### src/rtl/hex_scan_driver_if.sv
// Display-side bundle for hex_scan_driver: value/update/mask/blank in, segment/grid/frame_done out.
// No handshake: the driver accepts inputs every cycle and never stalls.
interface hex_scan_driver_if;
    logic [15:0] value;
    logic        update;
    logic [3:0]  dp_mask;
    logic        blank;
    logic [7:0]  hex_seg;
    logic [3:0]  hex_grid;
    logic        frame_done;

    modport master (
        output value, update, dp_mask, blank,
        input  hex_seg, hex_grid, frame_done
    );

    modport slave (
        input  value, update, dp_mask, blank,
        output hex_seg, hex_grid, frame_done
    );
endinterface

### src/rtl/hex_scan_driver.sv
// 4-digit active-low 7-seg scanner, frame-aligned shadow commit, dead cycle per slot; HEX_LZB_EN adds leading-zero blanking.
// Outputs registered (1 cycle after state); no backpressure, update accepted on any cycle.
module hex_scan_driver #(
    parameter int REFRESH_DIV = 50000
) (
    input  logic            Clk,
    input  logic            Reset,
    hex_scan_driver_if.slave bus
);
    localparam int CW = $clog2(REFRESH_DIV);
    localparam logic [CW-1:0] DIV_LAST = CW'(REFRESH_DIV - 1);

    logic [CW-1:0] div_cnt;
    logic [1:0]    digit_idx;
    logic [15:0]   shadow;
    logic [15:0]   disp;
    logic          pending;
    logic          wrapped;
    logic          slot_end;
    logic          frame_end;
    logic [3:0]    nibble;
    logic [6:0]    seg7;
    logic          lead_zero;

    function automatic logic [6:0] encode(input logic [3:0] n);
        case (n)
            4'h0: encode = 7'h40;
            4'h1: encode = 7'h79;
            4'h2: encode = 7'h24;
            4'h3: encode = 7'h30;
            4'h4: encode = 7'h19;
            4'h5: encode = 7'h12;
            4'h6: encode = 7'h02;
            4'h7: encode = 7'h78;
            4'h8: encode = 7'h00;
            4'h9: encode = 7'h10;
            4'hA: encode = 7'h08;
            4'hB: encode = 7'h03;
            4'hC: encode = 7'h46;
            4'hD: encode = 7'h21;
            4'hE: encode = 7'h06;
            default: encode = 7'h0E;
        endcase
    endfunction

    assign slot_end  = (div_cnt == DIV_LAST);
    assign frame_end = slot_end && (digit_idx == 2'd3);
    assign nibble    = disp[{digit_idx, 2'b00} +: 4];
    assign seg7      = encode(nibble);

`ifdef HEX_LZB_EN
    // A digit is dark only while it and every higher digit are zero; digit 0 always lights.
    always_comb begin
        lead_zero = 1'b0;
        case (digit_idx)
            2'd3:    lead_zero = (disp[15:12] == 4'h0);
            2'd2:    lead_zero = (disp[15:8] == 8'h00);
            2'd1:    lead_zero = (disp[15:4] == 12'h000);
            default: lead_zero = 1'b0;
        endcase
    end
`else
    assign lead_zero = 1'b0;
`endif

    always_ff @(posedge Clk) begin
        if (Reset) begin
            div_cnt        <= '0;
            digit_idx      <= 2'd0;
            shadow         <= 16'h0000;
            disp           <= 16'h0000;
            pending        <= 1'b0;
            wrapped        <= 1'b0;
            bus.hex_grid   <= 4'hF;
            bus.hex_seg    <= 8'hFF;
            bus.frame_done <= 1'b0;
        end else begin
            div_cnt <= slot_end ? '0 : div_cnt + 1'b1;
            if (slot_end)
                digit_idx <= digit_idx + 2'd1;

            // wrapped marks the cycle after the 3->0 wrap, i.e. the digit-0 dead cycle
            wrapped        <= frame_end;
            bus.frame_done <= wrapped;

            if (bus.update)
                shadow <= bus.value;
            if (frame_end) begin
                if (bus.update)
                    disp <= bus.value;
                else if (pending)
                    disp <= shadow;
                pending <= 1'b0;
            end else if (bus.update) begin
                pending <= 1'b1;
            end

            if (bus.blank || div_cnt == '0) begin
                bus.hex_grid <= 4'hF;
                bus.hex_seg  <= 8'hFF;
            end else begin
                bus.hex_grid <= ~(4'b0001 << digit_idx);
                bus.hex_seg  <= {~bus.dp_mask[digit_idx], lead_zero ? 7'h7F : seg7};
            end
        end
    end
endmodule

### src/flat_wrapper.sv
// flat-port wrapper written by rule: the top's interface ports become plain ports
module hex_scan_driver_flat 
#(
    parameter int REFRESH_DIV = 50000
)
  (Clk, Reset, bus_value, bus_update, bus_dp_mask, bus_blank, bus_hex_seg, bus_hex_grid, bus_frame_done);
  hex_scan_driver_if bus_i ();
  input  logic Clk;
  input  logic Reset;
  input wire logic [$bits(bus_i.value)-1:0] bus_value;
  input wire logic [$bits(bus_i.update)-1:0] bus_update;
  input wire logic [$bits(bus_i.dp_mask)-1:0] bus_dp_mask;
  input wire logic [$bits(bus_i.blank)-1:0] bus_blank;
  output wire logic [$bits(bus_i.hex_seg)-1:0] bus_hex_seg;
  output wire logic [$bits(bus_i.hex_grid)-1:0] bus_hex_grid;
  output wire logic [$bits(bus_i.frame_done)-1:0] bus_frame_done;
  assign bus_i.value = bus_value;
  assign bus_i.update = bus_update;
  assign bus_i.dp_mask = bus_dp_mask;
  assign bus_i.blank = bus_blank;
  assign bus_hex_seg = bus_i.hex_seg;
  assign bus_hex_grid = bus_i.hex_grid;
  assign bus_frame_done = bus_i.frame_done;
  hex_scan_driver #(.REFRESH_DIV(REFRESH_DIV)) u_core (.Clk(Clk), .Reset(Reset), .bus(bus_i));
endmodule
### config.mk
export PLATFORM = sky130hd
export DESIGN_NAME = hex_scan_driver_flat
export DESIGN_NICKNAME = d
export VERILOG_FILES = /design/src/rtl/hex_scan_driver_if.sv /design/src/rtl/hex_scan_driver.sv /design/src/flat_wrapper.sv
export SDC_FILE = /design/constraint.sdc
export NUM_CORES = 1
export LEC_CHECK = 0
export CORE_ASPECT_RATIO = 0.5
export CORE_UTILIZATION = 28
export DETAILED_ROUTE_END_ITERATION = 8
export PLACE_DENSITY_LB_ADDON = 0.2
export REMOVE_ABC_BUFFERS = 1
export SYNTH_ARGS = -nofsm -noshare
export SYNTH_HDL_FRONTEND = slang
export SYNTH_SLANG_ARGS = --single-unit
### constraint.sdc
create_clock -name Clk -period 2.56 [get_ports Clk]
set_input_delay 0.256 -clock Clk [delete_from_list [all_inputs] [get_ports Clk]]
set_output_delay 0.256 -clock Clk [all_outputs]
set_load 0.05 [all_outputs]
* Word-level counts from Yosys, hierarchy flattened
Memories as Yosys holds them, arrays and structs flattened. A register that Yosys moved wholly into a read port is not among the register bits.
Cells that the tools add are included.
** Storage, ports and cells
- Flip-flop bits (word level) :: 65
- Bits in read-only memories :: 112
- Input bits :: 24
- Output and inout bits :: 13
- Word-level logic and storage cells :: 31
- Memories :: 1
** Operators by class
- Add/sub/neg operators :: 2
- Magnitude comparators :: 1
- Equality and inequality tests :: 2
- Shift-type cells :: 2
- Multiplexer cells :: 4
- Bitwise gates (word level) :: 2
- Reduce and logical (&&, ||, !) cells :: 8
** Memories
- (name not given) :: depth 16, bits a word 7, read ports 1, clocked after Yosys merged registers in 1, wr ports 0, RTL line hex_scan_driver.sv:26 : case (n)
** Operator list (count)
- 16-bit 2-to-1 mux :: 2
- 16-bit by 1-bit adder with 16-bit output, second input constant :: 1
- 16-bit == test, second input constant :: 1
- 16-bit logical NOT :: 1
- 16-bit by 5-bit variable part select with 4-bit output :: 1
- 2-bit OR reduction :: 3
- 4-bit inverter :: 1
- 1-bit by 2-bit left shift with 4-bit output, first input constant :: 1
- 2-bit by 3-bit less-than comparator with 1-bit output, second input constant :: 1
- 2-bit by 1-bit adder with 2-bit output, second input constant :: 1
- 1-bit binary-select mux with 2-bit select :: 1
- 2-bit == test, second input constant :: 1
- 2-bit AND reduction :: 1
- 2-bit nonzero test :: 1
- 1-bit logical AND :: 1
- 1-bit logical OR :: 1
- 1-bit 2-to-1 mux :: 1
- 1-bit inverter :: 1

* Depth between registers and ports, before layout
Gate-level depths: netlist of the first run.
- Depth in word-level cells :: 3
- Depth in mapped cells :: 8

* Least setup slack after synthesis of the first run
No wires, ideal clock.
- Kind :: register -> register
- Start point :: reg u_core.digit_idx[0]
- End point :: reg u_core.bus.hex_seg[0]
- Data arrival time :: 2.037 ns
- Slack :: 0.388 ns
- Stages on the path, launching flop included :: 7
- Clock period less this slack :: 2.172 ns
- Cells stage by stage :: dfxtp_1 > buf_2 > mux4_2 > ha_1 > or3_1 > a21oi_1 > o31ai_1
** On the way
- Cells in the longest elaborated chain, start to end :: 1
** RTL lines
- from (decl) :: RTL line hex_scan_driver.sv:14 : logic [1:0] digit_idx;
- from (signal assigned) :: RTL line hex_scan_driver.sv:80 : digit_idx <= digit_idx + 2'd1;
- 16-bit by 5-bit variable part select with 4-bit output :: RTL line hex_scan_driver.sv:48 : assign nibble = disp[{digit_idx, 2'b00} +: 4];
- to (decl) :: RTL line hex_scan_driver_if.sv:19 : output hex_seg, hex_grid, frame_done
No other way between the ends.
A chain may end at the register's enable or synchronous reset.

* Final worst setup path of the first run
- Start point :: reg u_core.div_cnt[0]
- End point :: reg u_core.disp[13]
** On the way
- Cells in the longest elaborated chain, start to end :: 3
** RTL lines
- from (decl) :: RTL line hex_scan_driver.sv:13 : logic [CW-1:0] div_cnt;
- from (signal assigned) :: RTL line hex_scan_driver.sv:78 : div_cnt <= slot_end ? '0 : div_cnt + 1'b1;
- 16-bit == test :: RTL line hex_scan_driver.sv:46 : assign slot_end = (div_cnt == DIV_LAST);
- 1-bit logical AND :: RTL line hex_scan_driver.sv:47 : assign frame_end = slot_end && (digit_idx == 2'd3);
- 2-bit AND reduction (no source line)
- to (signal assigned) :: RTL line hex_scan_driver.sv:90 : disp <= bus.value;
- to (signal assigned) :: RTL line hex_scan_driver.sv:92 : disp <= shadow;
- to (decl) :: RTL line hex_scan_driver.sv:16 : logic [15:0] disp;
No other way between the ends.

==> results of run 1 <==
[cells in the final DEF, fill, tap and decap left out, drive strengths merged, types with 7 or more instances in the layout]
cell | netlist | routed
dfxtp | 65 | 65
clkdlybuf4s50 | 0 | 36
nor2 | 35 | 35
mux2i | 21 | 21
mux2 | 19 | 19
nor2b | 17 | 17
nand2 | 14 | 14
ha | 12 | 12
inv | 10 | 10
nand3 | 10 | 10
clkbuf | 7 | 10
xor2 | 9 | 9
a21oi | 8 | 8
buf | 7 | 7
or3 | 7 | 7
[critical path, stage by stage, from the launching register on]
cell and delay, ns:
dfxtp_1 0.40, ha_1 0.24, nand3_1 0.16, or3_4 0.43
nor4_4 0.20, buf_4 0.27, mux2_2 0.36
[report_power, final]
group | internal [W] | total [W] | switching, W
Sequential | 0.00104 | 0.00105 | 0.0000112
Clock | 0.000846 | 0.00128 | 0.000437
Combinational | 0.0000755 | 0.000155 | 0.0000797
[synth_stat cells (2+ instances only)]
library cell / count
a21oi_1: 8
and3_1: 4
buf_2: 2
buf_4: 2
buf_6: 2
clkbuf_1: 7
dfxtp_1: 65
ha_1: 12
inv_1: 10
mux2_2: 19
mux2i_1: 21
mux4_2: 5
nand2_1: 14
nand3_1: 10
nand3b_1: 2
nand4_1: 6
nor2_1: 35
nor2b_1: 17
nor4_1: 4
nor4b_1: 2
o211ai_1: 2
o21ai_0: 6
o221ai_1: 3
o31ai_1: 2
or3_1: 5
or4_4: 2
xnor2_1: 4
xor2_1: 9
[per-layer routing]
metal / vias to the layer above / share of wire / global-route usage
met5: - / 0 / 0
met4: 0 / 0.017 / 0.0481
met3: 10 / 0.038 / 0.0437
met2: 28 / 0.47 / 0.199
met1: 1014 / 0.47 / 0.136
li1: 1108 / - / -
[layout make-up]
class | count | area (sq um)
fillers | 1026 | 6500
multi-input cells | 204 | 1560
flip-flops and latches | 65 | 1300
repair buffers | 43 | 425
clock buffers | 10 | 229
well taps | 140 | 175
clock inverters | 6 | 82.6
inverters | 10 | 37.5
[how the worst max path moves through the flow]
stage / end / slack, ns / cells after the start / startpoint
after detailed placement: u_core.disp[0] / 0.36 / 6 / u_core.div_cnt[0]
after CTS: u_core.bus.hex_seg[0] / 0.35 / 6 / u_core.digit_idx[0]
final: u_core.disp[13] / 0.37 / 6 / u_core.div_cnt[0]
after global routing: u_core.disp[0] / 0.21 / 6 / u_core.div_cnt[0]
after global placement: u_core.disp[14] / 0.41 / 6 / u_core.div_cnt[0]
after floorplan: u_core.disp[0] / 0.26 / 5 / u_core.div_cnt[0]
[metrics by stage]
| stage | hold WS (ns) | worst slack (ns) | instance area [sq um] | utilization |
|---|---|---|---|---|
| CTS | 0.462 | 0.351 | 3810 | 0.369 |
| floorplan | 0.325 | 0.262 | 2900 | - |
| detailed placement | 0.455 | 0.357 | 3500 | 0.339 |
| finish | 0.455 | 0.365 | 3810 | 0.369 |
| global route | 0.464 | 0.208 | 3810 | 0.369 |
| global placement | 0.450 | 0.413 | 3500 | 0.339 |
[flip-flops by register name, indices dropped and copies added (netlist names)]
signal	cells
u_core.div_cnt	16
u_core.digit_idx	2
u_core.shadow	16
u_core.pending	1
u_core.bus.hex_grid	4
u_core.disp	16
u_core.bus.hex_seg	8
u_core.bus.frame_done	1
u_core.wrapped	1
[logic make-up after synthesis]
| kind of cell | count (synthesis) |
|---|---|
| XOR/XNOR | 13 |
| multiplexers | 45 |
| AND/OR/NAND/NOR | 108 |
| buffers and inverters | 25 |
| adder cells (fa/ha/maj) | 12 |
| AO/OA/AOI/OAI | 26 |
| flip-flops | 65 |
==> results by group, run 1 <==
Worst setup path
  • Worst Path Arrival: 2.41 ns
  • Setup crit end kind: register
  • Critical Path RT: roughly 2.8 ns
  • Slack of the worst reg-to-reg path: 0.37 ns
  • Critical setup path kind: register to register
  • R2R depth: 6
  • R2R Path End: u_core.disp[13]
  • FF-to-FF Start: u_core.div_cnt[0]
  • Worst Setup Start Kind: register
  • Max FO, Critical Path: 16

Floorplan
  • Die W: 149 um
  • Initial core utilization: 0.292
  • Row cnt: 26
  • Die Ht: 75.3 um
  • Io pins: 37
  • Placeable Area: about 10000 sq um
  • Total die area: 11200 sq um

STA
  • Final Hold Viols: 0
  • Total negative slack: 0 ns
  • Worst Max-Slew Pin Slew: 0.556 ns
  • Slew headroom: 0.626
  • Pins Over Slew Limit: 0
  • Minimum clock period: approximately 2.2 ns
  • Final setup violation count: 0
  • Post-route clock period utilization: 0.857
  • RSZ-0062 raised after global routing: false
  • Fmax: 456 MHz
  • Worst Skew: 0.00375 ns

Yosys
  • Area leader, netlist: dfxtp_1
  • Synthesized instance count: 294
  • Synth area leaders: dfxtp_1 (43%), mux2_2 (7.1%), mux2i_1 (7.0%)
  • Yosys cell types: 42
  • Post-synthesis register bit count: 65
  • Mux cell area share after synthesis: 0.178
  • Simple-gate share of the synthesized area: 0.193
  • Post-synth top flop: dfxtp_1
  • Yosys top cell area share: 0.433
  • Compound-Gate Fraction of Synth Area: 0.0595
  • Number of flops mapped to enable cells by yosys: 0
  • Syn Std Cell Area: ~3000 sq um
  • Post-Synth XOR/XNOR Area: 0.0379
  • Synth Area in Adders: 0.0499
  • Syn_area_per_cell: 10.2 sq um
  • Post-synthesis sequential area ratio: 0.433
  • Asr flop ratio synth: 0
  • Yosys Warn Count: 0
  • Largest family of logic cells by synthesized area: simple AND/OR/NAND/NOR gates

Clock network
  • Postcts setup bufs: 0
  • CTS root buffer: clkbuf_16
  • Htree depth: 3
  • Clk_lat worst skew: 0.33 ns
  • CTS tree: done
  • Clock sink total: 65
  • Bufs on Longest Clock Path: 2
  • Clock slew at reported path FFs: 0.05 ns
  • CTS Hold Bufs: 0
  • Num CTS Buffers: 9
  • Post-CTS sizing: 0

Route
  • Initial drt markers: 108
  • Final WL: 5930 um
  • # DRC: 0
  • Detailed-route via count: ~2200
  • Vias per inst: approximately 4.5
  • DR WL/cell: 12.4 um
  • ANT nets after route: 0
  • First-pass DRT Iterations: 6

Min path
  • WHS Endpoint: u_core.bus.frame_done
  • Worst min path class: register to register
  • Hold path startpoint: u_core.wrapped
  • Worst Hold Depth: 1

Layout
  • Nets: roughly 370
  • Fin cells: 478
  • Synth-to-layout area growth: 26.7%
  • Antenna cells: 0
  • Layout cells sized above 1: 0.157

Run
  • Max-cap violation count: 0

Global route
  • Tot GR Track Use: 0.117
  • First-pass GRT wire length: 9980 um
  • Initial antenna violation count: 0
  • GRT Residual Overflow: 0
  • Vias in the first global route: approximately 2100
  • Largest net degree at the start of global routing: 33

Outcome
  • Status: finished clean

Placed design
  • RD Place Congestion: roughly 0.75
  • Port bufs: 36
  • Hpwl dp: between 4000 and 5000 um
  • Placed Instances: 462

Pwr
  • Max VDD drop: 0.295 mV
  • Total power: 0.00249 W
  • PwrDens: between 600 and 700 nW/um^2
  • Leakage: 1.45 nW
Power figures use the tool's default switching activity.
==> run 2, diff against run 1 <==
Settings changed: RECOVER_POWER from default to 50.
==> run 2 against run 1 <==
- clock skew up 0.00070 ns
- via count is 0.42% higher
- critical path depth shrank 2
- largest power group unchanged
==> results by group, run 2 (synthesis gave the netlist of run 1 again) <==
Worst setup path
  • Worst Path Arrival: 2.44 ns (+0.03 ns)
  • Slack of the worst reg-to-reg path: 0.32 ns (-0.05 ns)
  • Critical setup path kind: register to register
  • R2R depth: 4 (-2)
  • Setup crit end kind: register
  • CP startpoint: u_core.div_cnt[12]
  • FF-to-FF Start: u_core.div_cnt[12]
  • Critical Path RT: 2.76 ns (-0.02 ns)
  • Worst Setup Start Kind: register
  • Max FO, Critical Path: 15 (-1)
  • R2R Path End: u_core.div_cnt[5]

Layout
  • Antenna cells: 0 (unchanged)
  • Nets: 369 (unchanged)
  • Synth-to-layout area growth: 26.2%
  • Final core occ: 0.368 (-0.00146)
  • Most frequent cells in the layout: dfxtp_1 (65), nor2_1 (35), mux2i_1 (21), clkdlybuf4s50_1 (21), mux2_2 (19)
  • Top Registers: u_core.disp (16), u_core.div_cnt (16), u_core.shadow (16)
  • Filler Cell Count: 1033 (+0.68%)
  • Layout cells sized above 1: 0.145 (-0.0118)
  • Most common cell after layout, fill and taps aside: dfxtp_1

Global route
  • Largest net degree at the start of global routing: 33 (unchanged)
  • GRT Residual Overflow: 0 (unchanged)
  • Vias in the first global route: 2116 (unchanged)
  • Tot GR Track Use: 0.117 (unchanged)
  • Initial antenna violation count: 0 (unchanged)
  • First-pass GRT wire length: 9980 um (unchanged)

Clock network
  • CTS root buffer: clkbuf_16
  • Htree depth: 3 (unchanged)
  • Clock slew at reported path FFs: 0.05 ns (about the same)
  • Clock sink total: 65 (unchanged)
  • Post-CTS sizing: 0 (unchanged)
  • CTS Hold Bufs: 0 (unchanged)
  • Bufs on Longest Clock Path: 2 (unchanged)
  • Clk_lat worst skew: 0.33 ns (about the same)
  • CTS tree: done
  • Num CTS Buffers: 9 (unchanged)
  • Postcts setup bufs: 0 (unchanged)

Route
  • DR WL/cell: 12.4 um (about the same)
  • Detailed-route via count: 2169 (+0.42%)
  • # DRC: 0 (unchanged)
  • First-pass DRT Iterations: 4 (-2)
  • Initial drt markers: 123 (+14%)
  • ANT nets after route: 0 (unchanged)
  • Vias per inst: 4.54 (+0.42%)
  • Final WL: 5930 um (about the same)

STA
  • Fmax: 446 MHz (-2.1%)
  • Post-route clock period utilization: 0.876 (+0.0187)
  • Fin Hold WS: 0.455 ns (+0.0000660 ns)
  • Final Hold Viols: 0 (unchanged)
  • Minimum clock period: 2.24 ns (+0.0478 ns)
  • Slew headroom: 0.296 (-0.329)
  • Worst Max-Slew Pin Slew: 1.06 ns (+0.499 ns)
  • Pins Over Slew Limit: 0 (unchanged)
  • Total negative slack: 0 ns (unchanged)
  • Final setup violation count: 0 (unchanged)
  • RSZ-0062 raised after global routing: false
  • Worst Skew: 0.00445 ns (+0.000700 ns)

Min path
  • Hold path startpoint: u_core.wrapped
  • Worst Hold Depth: 1 (unchanged)
  • WHS Endpoint: u_core.bus.frame_done
  • Worst min path class: register to register

Placed design
  • RD Place Congestion: 0.752 (unchanged)
  • Port bufs: 36 (unchanged)
  • Hpwl dp: 4210 um (unchanged)

Pwr
  • Max VDD drop: 0.294 mV (-0.31%)
  • Leakage: 1.41 nW (-2.4%)
  • PwrDens: 655 nW/um^2 (+0.21%)

Floorplan
  • Die Ht: 75.3 um (unchanged)
  • Total die area: 11200 sq um (unchanged)
  • Initial core utilization: 0.292 (unchanged)
  • Io pins: 37 (unchanged)
  • Die W: 149 um (unchanged)
  • Row cnt: 26 (unchanged)
  • Placeable Area: 10300 sq um (unchanged)

Outcome
  • Status: finished clean

Run
  • Max-cap violation count: 0 (unchanged)
[run 2: power breakdown]
group,switching (W),internal [W],leakage [nW]
Combinational,0.0000798,0.0000711,0.730
Clock,0.000437,0.000846,0.152
Sequential,0.0000108,0.00104,0.529
[run 2: per-stage QoR]
step | worst slack, ns | instance area [sq um] | power, W | instances
after floorplan | 0.262 | 2900 | 0.00114 | 279
after global placement | 0.413 | 3500 | 0.00123 | 462
after detailed placement | 0.357 | 3500 | 0.00123 | 462
after CTS | 0.351 | 3810 | 0.00254 | 478
after global routing | 0.210 | 3790 | 0.00258 | 478
final | 0.318 | 3790 | 0.00248 | 478
[run 2: per-layer routing]
metal / global-route usage / wire length (um) / up-vias
met5: 0 / 0 / -
met4: 0.0481 / 105 / 0
met3: 0.0437 / 248 / 10
met2: 0.199 / 2810 / 32
met1: 0.136 / 2770 / 1017
li1: - / - / 1110
[run 2: layout make-up]
type / count / area [sq um] / area share
Multi-Input combinational cell: 204 / 1550 / 0.409
Sequential cell: 65 / 1300 / 0.343
Timing Repair Buffer: 43 / 418 / 0.110
Clock buffer: 10 / 229 / 0.0603
Tap cell: 140 / 175 / 0.0462
Clock inverter: 6 / 82.6 / 0.0218
Inverter: 10 / 37.5 / 0.00989
[run 2: critical path, cell delays in order (launching register included)]
cell,delay (ns)
dfxtp_1,0.33
or4_1,0.64
or4_1,0.66
o21bai_4,0.37
nor2_1,0.11
[run 2: how the worst max path moves through the flow]
stage                       endpoint  slack [ns]  cells after the start
2_1_floorplan         u_core.disp[0]        0.26                      5
3_3_place_gp         u_core.disp[14]        0.41                      6
3_5_place_dp          u_core.disp[0]        0.36                      6
4_1_cts        u_core.bus.hex_seg[0]        0.35                      6
5_1_grt        u_core.bus.hex_seg[0]        0.21                      6
6_report           u_core.div_cnt[5]        0.32                      4
==> run 3, diff against run 2 <==
Settings changed: CORE_UTILIZATION 28 to 55, HOLD_SLACK_MARGIN from default to 0.1.
==> run 3 against run 2 <==
- first-iteration DRC count fell by 44%
- combinational power barely moved
- clock power fell by 16%
- count of clock-buffer cells in the layout did not move
==> results by group, run 3 (synthesis gave the netlist of run 1 again) <==
Floorplan
  • Initial core utilization: 0.591 (+0.299)
  • Io pins: 37 (unchanged)
  • Die W: 107 um (-28%)
  • Placeable Area: 5090 sq um (-51%)
  • Die Ht: 54.3 um (-28%)
  • Row cnt: 18 (-31%)
  • Total die area: 5790 sq um (-48%)

Global route
  • First-pass GRT wire length: 9490 um (-5.0%)
  • Initial antenna violation count: 0 (unchanged)
  • Tot GR Track Use: 0.221 (+0.104)
  • GRT Residual Overflow: 0 (unchanged)
  • Vias in the first global route: 2106 (-0.47%)
  • Largest net degree at the start of global routing: 34 (+3.0%)

Run
  • Max-cap violation count: 0 (unchanged)

Layout
  • Nets: 368 (-0.27%)
  • Antenna cells: 0 (unchanged)
  • Synth-to-layout area growth: 20.6%
  • Top Registers: u_core.disp (16), u_core.div_cnt (16), u_core.shadow (16)
  • Most common cell after layout, fill and taps aside: dfxtp_1
  • Fin cells: 407 (-15%)
  • Layout cells sized above 1: 0.145 (+0.000430)
  • Most frequent cells in the layout: dfxtp_1 (65), nor2_1 (35), clkdlybuf4s50_1 (22)

Placed design
  • Placed Instances: 391 (-15%)
  • RD Place Congestion: 0.870 (+16%)
  • Port bufs: 36 (unchanged)
  • Hpwl dp: 4120 um (-2.1%)

Worst setup path
  • Worst Setup Start Kind: primary input
  • Max FO, Critical Path: 33 (+18)
  • Critical setup path kind: primary input to register
  • FF-to-FF Start: u_core.digit_idx[0]
  • Slack of the worst reg-to-reg path: 0.32 ns (about the same)
  • Worst Path Arrival: 2.50 ns (+0.06 ns)
  • Critical Path RT: 2.80 ns (+0.04 ns)
  • R2R depth: 5 (+1)
  • R2R Path End: u_core.bus.hex_seg[0]
  • Setup crit end kind: register

Route
  • ANT nets after route: 0 (unchanged)
  • Detailed-route via count: 2226 (+2.6%)
  • # DRC: 0 (unchanged)
  • DR WL/cell: 14.2 um (+14%)
  • First-pass DRT Iterations: 4 (unchanged)
  • Vias per inst: 5.47 (+21%)
  • Initial drt markers: 69 (-44%)
  • Final WL: 5770 um (-2.6%)

Pwr
  • Net Sw Frac: 0.218 (+0.00527)
  • Leakage: 1.37 nW (-2.9%)
  • PwrDens: 628 nW/um^2 (-4.0%)
  • Max VDD drop: 0.430 mV (+46%)
  • Combinational fraction of design power: 0.065 (+0.004)
  • Clk network pwr share: 0.474 (-0.042)
  • Sw Pwr: 0.000496 W (-5.9%)
  • Seq pwr share: 0.460 (+0.037)
  • Int Power: 0.00178 W (-8.8%)

STA
  • Fin Hold WS: 0.454 ns (-0.00108 ns)
  • Pins Over Slew Limit: 0 (unchanged)
  • Final Hold Viols: 0 (unchanged)
  • Fmax: 443 MHz (-0.56%)
  • Worst Max-Slew Pin Slew: 1.28 ns (+0.220 ns)
  • Slew headroom: 0.149 (-0.147)
  • Worst Skew: 0.00659 ns (+0.00214 ns)
  • Minimum clock period: 2.26 ns (+0.0126 ns)
  • Final setup violation count: 0 (unchanged)
  • Total negative slack: 0 ns (unchanged)
  • Post-route clock period utilization: 0.881 (+0.00492)
  • RSZ-0062 raised after global routing: false

Clock network
  • Clk_lat worst skew: 0.35 ns (+0.02 ns)
  • Post-CTS sizing: 0 (unchanged)
  • Postcts setup bufs: 0 (unchanged)
  • Clock slew at reported path FFs: 0.07 ns (+0.02 ns)
  • Num CTS Buffers: 9 (unchanged)
  • CTS Hold Bufs: 0 (unchanged)
  • CTS tree: done
  • Htree depth: 3 (unchanged)
  • Bufs on Longest Clock Path: 2 (unchanged)
  • CTS root buffer: clkbuf_8
  • Clock sink total: 65 (unchanged)

Min path
  • WHS Endpoint: u_core.bus.frame_done
  • Worst min path class: register to register
  • Hold path startpoint: u_core.wrapped
  • Worst Hold Depth: 1 (unchanged)

Outcome
  • Status: finished clean
[run 3: cell types whose count changed in the layout (fill, tap and decap cells not counted), moves of 2 or more]
cell       change
clkinv_4       +2
clkbuf_8      +10
clkbuf_16      -9
clkinv_2       -3
[run 3: how the worst max path moves through the flow]
stage | from | to | slack, ns | depth (start not counted)
after floorplan | u_core.div_cnt[0] | u_core.disp[0] | 0.26 | 5
after global placement | u_core.div_cnt[0] | u_core.disp[2] | 0.44 | 6
after detailed placement | u_core.digit_idx[0] | u_core.bus.hex_seg[0] | 0.36 | 6
after CTS | u_core.digit_idx[0] | u_core.bus.hex_seg[0] | 0.34 | 6
after global routing | Reset | u_core.disp[9] | 0.11 | 4
final | Reset | u_core.disp[9] | 0.30 | 4
[run 3: cell type report]
type | instances | area (sq um)
multi-input combinational | 204 | 1550
sequential | 65 | 1300
tap | 70 | 87.6
clock buffer | 10 | 138
clock inverter | 6 | 115
inverter | 10 | 37.5
fill | 381 | 1460
timing repair buffer | 42 | 398
[run 3: metal layers]
metal	up-vias	track usage	share of wire
met3	14	0.0690	0.045
met4	0	0.114	0.019
met2	41	0.392	0.48
met5	-	0	0
li1	1102	-	-
met1	1069	0.250	0.45
[run 3: stage by stage]
stage	instance area [sq um]	worst slack (ns)	util	power, W
after global routing	3630	0.105	0.713	0.00235
after floorplan	2900	0.262	-	0.00114
final	3630	0.305	0.713	0.00228
after CTS	3640	0.342	0.716	0.00231
after global placement	3390	0.440	0.666	0.00122
after detailed placement	3390	0.361	0.666	0.00123
[run 3: critical path: stages]
cell	delay [ns]
dlygate4sd3_1	0.71
clkbuf_1	0.98
nor2_1	0.21
mux2_2	0.33
[run 3: power by group through the flow]
stage | clock, W | combinational [W] | sequential (W)
finish | 0.00108 | 0.000149 | 0.00105
global route | 0.00114 | 0.000161 | 0.00105
CTS | 0.00110 | 0.000155 | 0.00105
detailed placement | 0 | 0.000154 | 0.00107
global placement | 0 | 0.000152 | 0.00107
floorplan | 0 | 0.0000455 | 0.00110
